--- src/rtl/i2c_pkg.sv ---
// Shared I2C definitions for the memory target and the bench bus driver.
package i2c_pkg;

    typedef enum logic [3:0] {
        IDLE,
        ADDR,
        ADDR_ACK,
        PTR,
        PTR_ACK,
        WDATA,
        WDATA_ACK,
        RDATA,
        RACK,
        IGNORE
    } i2c_state_e;

    localparam logic ACK  = 1'b0;
    localparam logic NACK = 1'b1;

    // First byte after START: 7-bit address followed by R/W (1 = read).
    function automatic logic [7:0] addr_byte(input logic [6:0] addr7, input logic rw);
        return {addr7, rw};
    endfunction

endpackage

--- src/rtl/i2c_mem_target_if.sv ---
// Bus pins plus host-side write strobe and backdoor read port of the I2C memory target.
interface i2c_mem_target_if #(
    parameter int PTR_W = 4
);
    logic             scl_i;
    logic             sda_i;
    logic             sda_oe;
    logic             busy;
    logic             wr_valid;
    logic [PTR_W-1:0] wr_addr;
    logic [7:0]       wr_data;
    logic [PTR_W-1:0] host_raddr;
    logic [7:0]       host_rdata;

    modport slave (
        input  scl_i, sda_i, host_raddr,
        output sda_oe, busy, wr_valid, wr_addr, wr_data, host_rdata
    );

    modport master (
        output scl_i, sda_i, host_raddr,
        input  sda_oe, busy, wr_valid, wr_addr, wr_data, host_rdata
    );
endinterface

--- src/rtl/i2c_bus_sync.sv ---
// Synchronises SCL/SDA into the clk domain and flags SCL edges, START and STOP.
module i2c_bus_sync #(
    parameter int SYNC_STAGES = 2
) (
    input  logic clk,
    input  logic rst,
    input  logic scl_i,
    input  logic sda_i,
    output logic scl_rise,
    output logic scl_fall,
    output logic start_det,
    output logic stop_det,
    output logic sda_s
);
    logic [SYNC_STAGES-1:0] scl_sr;
    logic [SYNC_STAGES-1:0] sda_sr;
    logic                   scl_s;
    logic                   scl_d;
    logic                   sda_d;

    assign scl_s = scl_sr[SYNC_STAGES-1];
    assign sda_s = sda_sr[SYNC_STAGES-1];

    // Synchroniser chains plus one delayed copy for edge detection; idle bus is high.
    always_ff @(posedge clk) begin
        if (rst) begin
            scl_sr <= '1;
            sda_sr <= '1;
            scl_d  <= 1'b1;
            sda_d  <= 1'b1;
        end else begin
            scl_sr <= {scl_sr[SYNC_STAGES-2:0], scl_i};
            sda_sr <= {sda_sr[SYNC_STAGES-2:0], sda_i};
            scl_d  <= scl_s;
            sda_d  <= sda_s;
        end
    end

    assign scl_rise  =  scl_s & ~scl_d;
    assign scl_fall  = ~scl_s &  scl_d;
    assign start_det =  scl_s &  sda_d & ~sda_s;
    assign stop_det  =  scl_s & ~sda_d &  sda_s;

endmodule

--- src/rtl/i2c_mem_target.sv ---
// I2C target with a byte register file, auto-incrementing pointer and burst read/write.
module i2c_mem_target
    import i2c_pkg::*;
#(
    parameter logic [6:0]  TARGET_ADDR = 7'h55,
    parameter int unsigned DEPTH       = 16,
    parameter int unsigned SYNC_STAGES = 2
) (
    input  logic clk,
    input  logic rst,
    i2c_mem_target_if.slave bus
);
    localparam int PTR_W = $clog2(DEPTH);

    logic scl_rise, scl_fall, start_det, stop_det, sda_s;

    i2c_bus_sync #(.SYNC_STAGES(SYNC_STAGES)) u_sync (
        .clk       (clk),
        .rst       (rst),
        .scl_i     (bus.scl_i),
        .sda_i     (bus.sda_i),
        .scl_rise  (scl_rise),
        .scl_fall  (scl_fall),
        .start_det (start_det),
        .stop_det  (stop_det),
        .sda_s     (sda_s)
    );

    i2c_state_e       state, state_n;
    logic [2:0]       bit_cnt, bit_cnt_n;
    logic [7:0]       shreg, shreg_n;
    logic [PTR_W-1:0] ptr, ptr_n;
    logic             sda_oe, sda_oe_n;
    logic             busy, busy_n;
    logic             wr_valid, wr_valid_n;
    logic [PTR_W-1:0] wr_addr, wr_addr_n;
    logic [7:0]       wr_data, wr_data_n;
    logic             mem_we;
    logic [7:0]       mem [DEPTH];

    logic [7:0]       byte_in;
    logic [PTR_W-1:0] ptr_inc;
    logic             ptr_ok;

    // The byte completes on the 8th rise, so fold the live SDA sample in.
    assign byte_in = {shreg[6:0], sda_s};
    assign ptr_inc = (ptr == PTR_W'(DEPTH - 1)) ? '0 : ptr + 1'b1;
    assign ptr_ok  = ({1'b0, byte_in} < 9'(DEPTH));

    // Next-state and datapath decode; START/STOP override any bit event.
    always_comb begin
        state_n    = state;
        bit_cnt_n  = bit_cnt;
        shreg_n    = shreg;
        ptr_n      = ptr;
        sda_oe_n   = sda_oe;
        busy_n     = busy;
        wr_valid_n = 1'b0;
        wr_addr_n  = wr_addr;
        wr_data_n  = wr_data;
        mem_we     = 1'b0;

        if (stop_det) begin
            state_n  = IDLE;
            sda_oe_n = 1'b0;
            busy_n   = 1'b0;
        end else if (start_det) begin
            state_n   = ADDR;
            bit_cnt_n = '0;
            sda_oe_n  = 1'b0;
            busy_n    = 1'b0;
        end else begin
            case (state)
                ADDR, PTR, WDATA: begin
                    if (scl_rise) begin
                        shreg_n   = byte_in;
                        bit_cnt_n = bit_cnt + 3'd1;
                        if (bit_cnt == 3'd7) begin
                            case (state)
                                ADDR: begin
                                    if (byte_in[7:1] == TARGET_ADDR) begin
                                        state_n = ADDR_ACK;
                                        busy_n  = 1'b1;
                                    end else begin
                                        state_n = IGNORE;
                                        busy_n  = 1'b0;
                                    end
                                end
                                PTR: begin
                                    if (ptr_ok) begin
                                        ptr_n   = byte_in[PTR_W-1:0];
                                        state_n = PTR_ACK;
                                    end else begin
                                        state_n = IGNORE;
                                    end
                                end
                                default: begin
                                    mem_we     = 1'b1;
                                    wr_valid_n = 1'b1;
                                    wr_addr_n  = ptr;
                                    wr_data_n  = byte_in;
                                    ptr_n      = ptr_inc;
                                    state_n    = WDATA_ACK;
                                end
                            endcase
                        end
                    end
                end

                // First fall after the byte starts the ACK; the second ends it.
                ADDR_ACK, PTR_ACK, WDATA_ACK: begin
                    if (scl_fall) begin
                        if (!sda_oe) begin
                            sda_oe_n = 1'b1;
                        end else begin
                            bit_cnt_n = '0;
                            if (state == ADDR_ACK && shreg[0]) begin
                                shreg_n  = mem[ptr];
                                sda_oe_n = ~mem[ptr][7];
                                state_n  = RDATA;
                            end else begin
                                sda_oe_n = 1'b0;
                                state_n  = (state == ADDR_ACK) ? PTR : WDATA;
                            end
                        end
                    end
                end

                // shreg[7] is the bit currently on the wire.
                RDATA: begin
                    if (scl_fall) begin
                        shreg_n  = {shreg[6:0], 1'b0};
                        sda_oe_n = ~shreg[6];
                    end else if (scl_rise) begin
                        if (bit_cnt == 3'd7) begin
                            state_n   = RACK;
                            ptr_n     = ptr_inc;
                            bit_cnt_n = '0;
                        end else begin
                            bit_cnt_n = bit_cnt + 3'd1;
                        end
                    end
                end

                // bit_cnt[0] marks that the master has ACKed and another byte follows.
                RACK: begin
                    if (scl_fall) begin
                        if (bit_cnt[0]) begin
                            shreg_n   = mem[ptr];
                            sda_oe_n  = ~mem[ptr][7];
                            bit_cnt_n = '0;
                            state_n   = RDATA;
                        end else begin
                            sda_oe_n = 1'b0;
                        end
                    end else if (scl_rise) begin
                        if (sda_s == ACK) begin
                            bit_cnt_n = 3'd1;
                        end else begin
                            state_n  = IGNORE;
                            sda_oe_n = 1'b0;
                        end
                    end
                end

                IDLE, IGNORE: ;

                default: state_n = IDLE;
            endcase
        end
    end

    // Control and output registers.
    always_ff @(posedge clk) begin
        if (rst) begin
            state    <= IDLE;
            bit_cnt  <= '0;
            shreg    <= '0;
            ptr      <= '0;
            sda_oe   <= 1'b0;
            busy     <= 1'b0;
            wr_valid <= 1'b0;
            wr_addr  <= '0;
            wr_data  <= '0;
        end else begin
            state    <= state_n;
            bit_cnt  <= bit_cnt_n;
            shreg    <= shreg_n;
            ptr      <= ptr_n;
            sda_oe   <= sda_oe_n;
            busy     <= busy_n;
            wr_valid <= wr_valid_n;
            wr_addr  <= wr_addr_n;
            wr_data  <= wr_data_n;
        end
    end

    // Register file, cleared on reset.
    always_ff @(posedge clk) begin
        if (rst) begin
            for (int i = 0; i < int'(DEPTH); i++) mem[i] <= 8'h00;
        end else if (mem_we) begin
            mem[ptr] <= byte_in;
        end
    end

    assign bus.sda_oe     = sda_oe;
    assign bus.busy       = busy;
    assign bus.wr_valid   = wr_valid;
    assign bus.wr_addr    = wr_addr;
    assign bus.wr_data    = wr_data;
    assign bus.host_rdata = mem[bus.host_raddr];

endmodule
--- src/flat_wrapper.sv ---
// flat-port wrapper written by rule: the top's interface ports become plain ports
module i2c_mem_target_flat import i2c_pkg::*;
#(
    parameter logic [6:0]  TARGET_ADDR = 7'h55,
    parameter int unsigned DEPTH       = 16,
    parameter int unsigned SYNC_STAGES = 2
)
  (clk, rst, bus_scl_i, bus_sda_i, bus_host_raddr, bus_sda_oe, bus_busy, bus_wr_valid, bus_wr_addr, bus_wr_data, bus_host_rdata);
  i2c_mem_target_if bus_i ();
  input  logic clk;
  input  logic rst;
  input wire logic [$bits(bus_i.scl_i)-1:0] bus_scl_i;
  input wire logic [$bits(bus_i.sda_i)-1:0] bus_sda_i;
  input wire logic [$bits(bus_i.host_raddr)-1:0] bus_host_raddr;
  output wire logic [$bits(bus_i.sda_oe)-1:0] bus_sda_oe;
  output wire logic [$bits(bus_i.busy)-1:0] bus_busy;
  output wire logic [$bits(bus_i.wr_valid)-1:0] bus_wr_valid;
  output wire logic [$bits(bus_i.wr_addr)-1:0] bus_wr_addr;
  output wire logic [$bits(bus_i.wr_data)-1:0] bus_wr_data;
  output wire logic [$bits(bus_i.host_rdata)-1:0] bus_host_rdata;
  assign bus_i.scl_i = bus_scl_i;
  assign bus_i.sda_i = bus_sda_i;
  assign bus_i.host_raddr = bus_host_raddr;
  assign bus_sda_oe = bus_i.sda_oe;
  assign bus_busy = bus_i.busy;
  assign bus_wr_valid = bus_i.wr_valid;
  assign bus_wr_addr = bus_i.wr_addr;
  assign bus_wr_data = bus_i.wr_data;
  assign bus_host_rdata = bus_i.host_rdata;
  i2c_mem_target #(.TARGET_ADDR(TARGET_ADDR), .DEPTH(DEPTH), .SYNC_STAGES(SYNC_STAGES)) u_core (.clk(clk), .rst(rst), .bus(bus_i));
endmodule
--- config.mk ---
export PLATFORM = sky130hd
export DESIGN_NAME = i2c_mem_target_flat
export DESIGN_NICKNAME = d
export VERILOG_FILES = /design/src/rtl/i2c_pkg.sv /design/src/rtl/i2c_mem_target_if.sv /design/src/rtl/i2c_bus_sync.sv /design/src/rtl/i2c_mem_target.sv /design/src/flat_wrapper.sv
export SDC_FILE = /design/constraint.sdc
export NUM_CORES = 1
export LEC_CHECK = 0
export ABC_CLOCK_PERIOD_IN_PS = 2500
export CAP_MARGIN = 20
export CELL_PAD_IN_SITES_DETAIL_PLACEMENT = 2
export CELL_PAD_IN_SITES_GLOBAL_PLACEMENT = 2
export CORE_MARGIN = 2
export CORE_UTILIZATION = 40
export CTS_CLUSTER_DIAMETER = 60
export DETAILED_ROUTE_END_ITERATION = 8
export GPL_TIMING_DRIVEN = 0
export PLACE_DENSITY = 0.76
export SLEW_MARGIN = 25
export SYNTH_ARGS = -nofsm -noshare
export SYNTH_HDL_FRONTEND = slang
export SYNTH_SLANG_ARGS = --single-unit
--- constraint.sdc ---
create_clock -name clk -period 2.5 [get_ports clk]
set_input_delay 0.375 -clock clk [delete_from_list [all_inputs] [get_ports clk]]
set_output_delay 0.375 -clock clk [all_outputs]
set_load 0.02 [all_outputs]
# Yosys cells after proc, flatten, opt, wreduce, memory -nomap -nowiden
# Memory sizes are Yosys's and may differ from the RTL's. A register that Yosys moved wholly into a read port is not among the register bits.
# Index checks and enable logic that the tools add are counted.
[totals] output_inout_bits=23 mem_count=1 register_bits=39 inputBits=8 wordCells=170 ramBits=128
[classes] magnitude_cmp=1 eq_ne=40 muxes=73 addsub=2 reduce_logical=22 n_bitwise=16
[memory_table] memory="u_core.mem" words=16 word_bits=8 read_ports=2 rd_ports_with_merged_regs=1 wr=16 line="i2c_mem_target.sv:39" source="logic [7:0] mem [DEPTH];"
[op_table] operator="4-bit two-way mux" count=24
[op_table] operator="7-bit two-way mux" count=7
[op_table] operator="3-bit two-way mux" count=12
[op_table] operator="10-bit AND reduction" count=3
[op_table] operator="7-bit one-hot mux with 4 select lines" count=1
[op_table] operator="4-bit one-hot mux with 2 select lines" count=3
[op_table] operator="1-bit two-way mux" count=22
[op_table] operator="2-bit by 1-bit inequality test with 1-bit output (second input constant)" count=11
[op_table] operator="11-bit AND reduction" count=2
[op_table] operator="3-bit by 1-bit inequality test with 1-bit output (second input constant)" count=7
[op_table] operator="4-bit one-hot mux with 5 select lines" count=1
[op_table] operator="4-bit by 3-bit equality test with 1-bit output (second input constant)" count=4
[op_table] operator="4-bit equality test (second input constant)" count=3
[op_table] operator="3-bit one-hot mux with 4 select lines" count=1
[op_table] operator="1-bit inverter" count=10
[op_table] operator="9-bit AND reduction" count=1
[op_table] operator="3-bit OR reduction" count=3
[op_table] operator="4-bit by 2-bit equality test with 1-bit output (second input constant)" count=2
[op_table] operator="8-bit by 5-bit less-than comparator with 1-bit output (second input constant)" count=1
[op_table] operator="8-bit two-way mux" count=1
[op_table] operator="4-bit by 2-bit inequality test with 1-bit output (second input constant)" count=2
[op_table] operator="8-bit OR reduction" count=1
[op_table] operator="7-bit equality test (second input constant)" count=1
[op_table] operator="1-bit bitwise AND" count=6
[op_table] operator="20 further kinds" count=25

# Depth between registers and ports, before layout
# Gate-level depths: netlist (run 1).
[depth] depth_word=13 mapped_depth=10 depth_no_buf=7

# Cells and area by module
# From an unflattened synthesis (run 1), not the netlist that was laid out.
[unflattened] hier_cells=752 area_unflattened_um2=9178.8
[by_module_without_submodules] module="i2c_mem_target" cells_each=736 seq_area_each_um2=4584.4 n_inst=1 area_each_um2=8991.1
[by_module_without_submodules] module="i2c_bus_sync" cells_each=16 seq_area_each_um2=120.1 n_inst=1 area_each_um2=187.7

# Worst setup path after synthesis (run 1)
# OpenSTA, ideal clock, no wires.
[synth_timing] kind="flip-flop to flip-flop" start="register u_core.bit_cnt[0]" end="memory u_core.mem[10][0], enable pin" period_less_slack_ns=2.441 path_buffers=2 arrival_ns=2.111 stages_incl_launch_ff=9 required_time_ns=2.171 slack_ns=0.059 setup_ns=0.329 cell_sequence="dfxtp_1 > ha_1 > ha_1 > nand3_2 > or4_1 > buf_6 > buf_12 > nor3_4 > or2_1"
[synth_lines] element="start, declared" line="i2c_mem_target.sv:30" source="logic [2:0] bit_cnt, bit_cnt_n;"
[synth_lines] element="start signal, assigned" line="i2c_mem_target.sv:187" source="bit_cnt <= bit_cnt_n;"
[synth_lines] element="end, declared" line="i2c_mem_target.sv:39"

==> results of run 1 <==
path summary, 6_finish.rpt:
path	from	to	cells past startpoint	slack, ns
max	u_core.mem[12][5]$_SDFFCE_PN0P_	bus_host_rdata[5]	3	0.01
min	u_core.u_sync.scl_sr[0]$_SDFF_PP1_	u_core.u_sync.scl_sr[1]$_SDFF_PP1_	1	0.41
min reg2reg	u_core.u_sync.scl_sr[0]$_SDFF_PP1_	u_core.u_sync.scl_sr[1]$_SDFF_PP1_	1	0.41
max reg2reg	u_core.bit_cnt[0]$_SDFFE_PP0P_	u_core.mem[9][5]$_SDFFCE_PN0P_	8	0.03
cell usage in the layout, fill, tap and decap left out, types with 17 or more instances in the layout:
| cell type | count |
|---|---|
| buf_4 | 48 |
| clkbuf_1 | 26 |
| nand2_1 | 47 |
| a21oi_1 | 38 |
| edfxtp_1 | 128 |
| clkdlybuf4s50_1 | 18 |
| buf_2 | 17 |
| and2_1 | 108 |
| dfxtp_1 | 38 |
| mux4_2 | 55 |
| clkbuf_16 | 17 |
| mux2i_1 | 24 |
| nor4_2 | 19 |
stage by stage:
stage	TNS (ns)	power (W)	instances	cell area (um^2)	hold slack, ns
final	0	0.008478	1191	11490	0.4136
after global routing	-0.2025	0.008810	1189	11480	0.4352
after CTS	0	0.008322	1180	11320	0.4173
after detailed placement	-112.90	0.005458	1112	10300	0.3989
after global placement	-103.90	0.005383	1112	10300	0.3985
after floorplan	0	0.004673	766	9628	0.3895
worst max-delay path, stage by stage, from the launching register on:
cell and delay, ns:
edfxtp_1 0.45, mux4_2 0.50, mux4_2 0.52, buf_2 0.18
state kept, by name, summed over array words and instances (netlist names), 3 cells and up, named ones only:
| signal | count |
|---|---|
| u_core.bus.wr_data | 8 |
| u_core.ptr | 4 |
| u_core.bus.wr_addr | 4 |
| u_core.bit_cnt | 3 |
| u_core.shreg | 7 |
| u_core.state | 4 |
| u_core.mem | 128 |
repair_timing:
action / in CTS / in global routing
setup endpoints to repair: 282 / 111
buffers inserted: 37 / 10
hold endpoints to repair: 0 / 0
gates resized for setup: 93 / 32
pin swaps: 23 / 3
per-layer routing:
metal	global-route usage (%)	share of wire (%)	routed length [um]
met1	35.76	40	14400
met2	49.37	50	18010
met3	5.991	6.4	2298
met4	12.15	3.5	1274
met5	0	0	0
layout make-up:
cell class / instances / area, um^2 / area share, %
inverters: 14 / 56.30 / 0.4901
repair buffers: 74 / 584.3 / 5.087
multi-input cells: 514 / 4698 / 40.90
diodes: 2 / 5.005 / 0.04357
well taps: 319 / 399.1 / 3.475
clock inverters: 15 / 187.7 / 1.634
plain buffers: 65 / 417.9 / 3.638
flip-flops and latches: 171 / 4713 / 41.03
clock buffers: 17 / 425.4 / 3.703
power groups by stage:
stage / registers [W] / logic (W) / clock network, W
detailed placement: 0.00342 / 0.00204 / 0
global route: 0.00338 / 0.00249 / 0.00294
global placement: 0.00340 / 0.00198 / 0
floorplan: 0.00333 / 0.00134 / 0
finish: 0.00337 / 0.00231 / 0.00280
CTS: 0.00335 / 0.00216 / 0.00281
logic make-up (layout without fill, tap and decap cells):
kind of cell | after synthesis | in the layout
fa+ha+maj | 8 | 8
buf+inv | 81 | 185
mux | 88 | 88
simple gates | 291 | 291
xor+xnor | 1 | 1
other cells | 0 | 2
flops | 171 | 171
compound gates | 126 | 126
==> flow_metrics.py, run 1 <==
metrics = {
    "routing": {
        "finalWirelength_um": 35990,
        "ant_nets": 0,
        "drc": 0,
        "drt_iter0_markers": 715,
        "firstDrtPassIters": 5,
        "dr_total_vias": 7453,
        "routedWlPerCell_um": 30.21,
        "vias_per_cell": 6.258,
    },
    "cells_and_area": {
        "fill_cells": 2308,
        "fin_util_pct": 48.79,
        "drive_gt1_share_pct": 30.46,
        "nNetsFinal": 873,
        "area_growth_pct": 19.31,
    },
    "power": {
        "leakagePower_nw": 4.033,
        "switching_share_pct": 36.65,
        "p_per_area_nw_per_um2": 738.1,
        "p_int_w": 0.005371,
        "ir_worst_vdd_v": 0.0004475,
        "p_seq_share_pct": 39.7,
        "pwr-share-comb_pct": 27.3,
        "switching_power_w": 0.003107,
        "power_frac_clock_pct": 33.0,
    },
    "worst_setup_path": {
        "crit_fanout": 2,
        "endpoint_kind": "output pin",
        "required_ns": 2.12,
        "worstSetupStartpointType": "register",
        "arrival_ns": 2.11,
        "path_class": "register to output pin",
    },
    "clocking": {
        "cts_buffer_depth": 2,
        "numCtsBuffers": 17,
        "tritoncts": "done",
        "cts_root_buf": "clkbuf_16",
        "clk_latency_ns": 0.46,
        "postCtsHoldBufs": 0,
        "ctsHtreeMaxLevel": 4,
        "clock-sinks": 171,
        "clkTransAtPathRegs_ns": 0.08,
    },
    "floorplanning": {
        "core_um2": 23540,
        "io_pins": 31,
        "rows": 56,
        "die_y_um": 159.1,
        "start_util_pct": 40.90,
        "die_x_um": 159.1,
        "die_area_um2": 25330,
    },
    "timing": {
        "tightest_slew_ns": 0.9170,
        "maxSlewHeadroom_pct": 38.87,
        "clock_skew_ns": 0.01481,
        "min_period_over_period_pct": 99.52,
        "hold_viol_final": 0,
        "max_freq_mhz": 401.9,
        "fin_crit_ns": 2.488,
        "maxSlewViolCount": 0,
        "timing.final.ws_setup_ns": 0.01193,
        "setup_violations": 0,
        "grt_setup_unrepaired": "true",
    },
    "synth": {
        "synth_top_family_by_area": "simple AND/OR/NAND/NOR gates",
        "ys_seq_area_share_pct": 48.86,
        "synthTopCellsByCount": "edfxtp_1 (128), and2_1 (108), mux4_2 (55)",
        "synth-seq-cells": 171,
        "syn_area_per_cell_um2": 12.57,
        "synth.most_common_cell": "edfxtp_1",
        "async_flop_share_pct": 0,
        "synth_fp_nets": 782,
        "synthSimpleGateAreaFrac_pct": 20.81,
        "syn_area_um2": 9628,
        "synthAdderAreaFrac_pct": 1.040,
        "ys.flop_type": "edfxtp_1",
        "muxShareOfSynthArea_pct": 16.41,
        "synth_compound_area_share_pct": 8.824,
        "yosysWarnings": 0,
        "synth_cells": 766,
        "yosysTopAreaCell": "edfxtp_1",
        "synth_cell_type_count": 70,
        "synthTopCellsByArea": "edfxtp_1 (40%), mux4_2 (13%), dfxtp_1 (8.9%)",
        "yosysTopAreaCellShare_pct": 39.92,
        "synth_edf_count": 128,
        "synth-xor-area-share_pct": 0.09097,
    },
    "place": {
        "port_buffers": 27,
        "gp_congestion": 0.9637,
        "pre_cts_ws_ns": -1.065,
        "place_hpwl_um": 26380,
    },
    "global_route": {
        "antenna_found_initial": 2,
        "grt_max_degree": 21,
        "grt_first_pass_wirelength_um": 53680,
        "grt_pass1_vias": 8084,
        "overflow": 0,
        "grt.total_usage_pct": 28.91,
    },
    "min_path": {
        "hold_class": "register to register",
    },
    "run_status": {
        "status": "finished clean",
    },
    "job": {
        "drv_cap": 0,
    },
}
No activity file was read; power rests on OpenSTA's default activity.
==> run 2, diff against run 1 <==
CORE_ASPECT_RATIO = 0.8   (was default)
==> flow_metrics.py, run 2 (synthesis results as in run 1) <==
metrics = {
    "worst_setup_path": {
        "critPathMaxStageDelay_ns": 0.66,
        "crit_fanout": 10,
        "worstSetupStartpointType": "register",
        "ff2ff_path_depth": 6,
        "crit_family": "compound AO/OA/AOI/OAI gates",
        "crit_chain": "clkbuf_2 > o21ai_0 > nand4_1 > a2111oi_1 > a21oi_1 > a311oi_1",
        "slowest_stage": "a2111oi_1",
        "required_ns": 2.86,
        "endpoint_kind": "register",
        "critPathBufInv": 1,
        "arrival_ns": 2.91,
        "cp.depth": 6,
        "path_class": "register to register",
    },
    "clocking": {
        "cts_buffer_depth": 2,
        "cts_root_buf": "clkbuf_16",
        "clk_latency_ns": 0.46,
        "clock-sinks": 171,
        "tritoncts": "done",
        "numCtsBuffers": 17,
        "ctsHtreeMaxLevel": 4,
        "clkTransAtPathRegs_ns": 0.08,
    },
    "run_status": {
        "violations": "negative setup slack",
        "status": "finished, violations left",
    },
    "timing": {
        "clock_skew_ns": 0.01075,
        "grt_setup_unrepaired": "true",
        "max_freq_mhz": 392.7,
        "min_period_over_period_pct": 101.9,
        "tightest_slew_ns": 0.8876,
        "setup_violations": 6,
        "hold_viol_final": 0,
        "maxSlewHeadroom_pct": 40.68,
        "maxSlewViolCount": 0,
        "fin_crit_ns": 2.546,
        "timing.final.ws_setup_ns": -0.04647,
    },
    "cells_and_area": {
        "diodes": 0,
        "drive_gt1_share_pct": 30.49,
        "top_register": "u_core.mem",
        "largest_reg_flops": 128,
        "area_growth_pct": 20.47,
        "final_common_cell": "edfxtp_1",
        "fill_cells": 2299,
        "reg.largest.list": "u_core.mem x128, u_core.bus.wr_data x8, u_core.shreg x7",
        "instances_no_fill": 1181,
        "mostFrequentLayoutCells": "edfxtp_1 (128), and2_1 (108), mux4_2 (55)",
        "nNetsFinal": 872,
    },
    "power": {
        "p_int_w": 0.005468,
        "switching_share_pct": 37.27,
        "p_per_area_nw_per_um2": 751.6,
        "ir_worst_vdd_v": 0.0004702,
        "power_frac_clock_pct": 33.5,
        "pwr-share-comb_pct": 27.6,
        "leakagePower_nw": 4.068,
        "switching_power_w": 0.003249,
        "p_seq_share_pct": 38.9,
    },
    "place": {
        "gp_congestion": 0.9632,
        "port_buffers": 27,
        "dp_cells": 1105,
        "pre_cts_ws_ns": -1.092,
        "place_hpwl_um": 26930,
    },
    "routing": {
        "met3_length_um": 3712,
        "dr_total_vias": 7672,
        "routedWlPerCell_um": 33.36,
        "firstDrtPassIters": 5,
        "vias_per_cell": 6.496,
        "drt_iter0_markers": 901,
        "m1WireLength_um": 15830,
        "met2_length_um": 18830,
        "finalWirelength_um": 39400,
        "highest_layer": "met5",
        "drc": 0,
        "ant_nets": 0,
    },
    "min_path": {
        "hold_path_depth": 1,
        "hold_class": "register to register",
    },
    "global_route": {
        "overflow": 0,
        "grt_first_pass_wirelength_um": 55470,
        "grt.total_usage_pct": 30.96,
        "grt_max_degree": 21,
        "antenna_found_initial": 1,
        "grt_pass1_vias": 8009,
    },
    "floorplanning": {
        "die_y_um": 142.8,
        "start_util_pct": 40.93,
        "core_um2": 23520,
        "die_x_um": 177.5,
        "rows": 50,
        "io_pins": 31,
        "die_area_um2": 25330,
    },
    "job": {
        "drv_cap": 0,
    },
}
==> run 2: cell count changes in the layout (fill, tap and decap cells not counted), moves of 2 or more <==
cell	before	now
a2111oi_1	1	4
a2111oi_2	3	0
a211oi_1	11	9
a211oi_2	1	3
a311oi_1	7	5
a311oi_2	0	2
buf_2	17	10
buf_4	48	45
buf_6	5	11
clkbuf_16	17	19
diode_2	2	0
inv_6	4	2
inv_8	3	5
==> run 2: what timing repair did <==
item / CTS / global route
pin swaps: 23 / 12
hold buffers: 0 / 0
gates resized for setup: 97 / 45
buffers inserted: 31 / 14
cloned: 0 / 2
setup endpoints to repair: 255 / 150
==> run 2: path summary, 6_finish.rpt <==
kind / from / to / slack [ns]
worst max-delay path: u_core.state[1]$_SDFFE_PP0P_ / u_core.shreg[1]$_SDFFE_PP0P_ / -0.05
worst min-delay path: u_core.u_sync.scl_sr[0]$_SDFF_PP1_ / u_core.u_sync.scl_sr[1]$_SDFF_PP1_ / 0.42
worst min register to register: u_core.u_sync.scl_sr[0]$_SDFF_PP1_ / u_core.u_sync.scl_sr[1]$_SDFF_PP1_ / 0.42
worst max register to register: u_core.state[1]$_SDFFE_PP0P_ / u_core.shreg[1]$_SDFFE_PP0P_ / -0.05
==> run 2: worst reg2reg max path, delay by kind of cell, from the launching register on <==
| family | cells | cell delay, ns |
|---|---|---|
| buffers and inverters | 1 | 0.25 |
| AND/OR/NAND/NOR | 1 | 0.45 |
| flip-flops | 1 | 0.34 |
| AO/OA/AOI/OAI | 4 | 1.40 |
==> run 2: metal layers <==
metal	vias up	global-route usage (%)
met4	2	10.35
met5	-	0
met3	95	8.440
met1	3964	40.19
met2	480	50.24
li1	3131	-
==> run 2: cell type report <==
class                      instances  area (um^2)  area share (%)
buffer                            64        420.4           3.625
clock buffer                      17        425.4           3.668
clock inverter                    15        210.2           1.812
inverter                          14        56.30          0.4854
multi-input combinational        514         4726           40.74
sequential                       171         4716           40.66
tap                              312        390.4           3.366
timing repair buffer              74        654.4           5.642
==> run 2: power by group through the flow <==
| stage | registers (W) | logic (W) | clock network, W |
|---|---|---|---|
| after floorplan | 0.00333 | 0.00134 | 0 |
| after global placement | 0.00340 | 0.00198 | 0 |
| after detailed placement | 0.00342 | 0.00206 | 0 |
| after CTS | 0.00336 | 0.00215 | 0.00292 |
| after global routing | 0.00340 | 0.00253 | 0.00302 |
| final | 0.00339 | 0.00241 | 0.00292 |
==> run 2: metrics by stage <==
step	hold WS [ns]	cell area, um^2	setup TNS, ns	power, W	util, %
floorplan	0.3895	9628	0	0.004673	-
global placement	0.3907	10290	-68.72	0.005377	43.74
detailed placement	0.4135	10290	-85.33	0.005482	43.74
CTS	0.4301	11280	-0.03605	0.008433	47.95
global route	0.4292	11600	-0.3337	0.008952	49.31
finish	0.4248	11600	-0.09617	0.008717	49.31
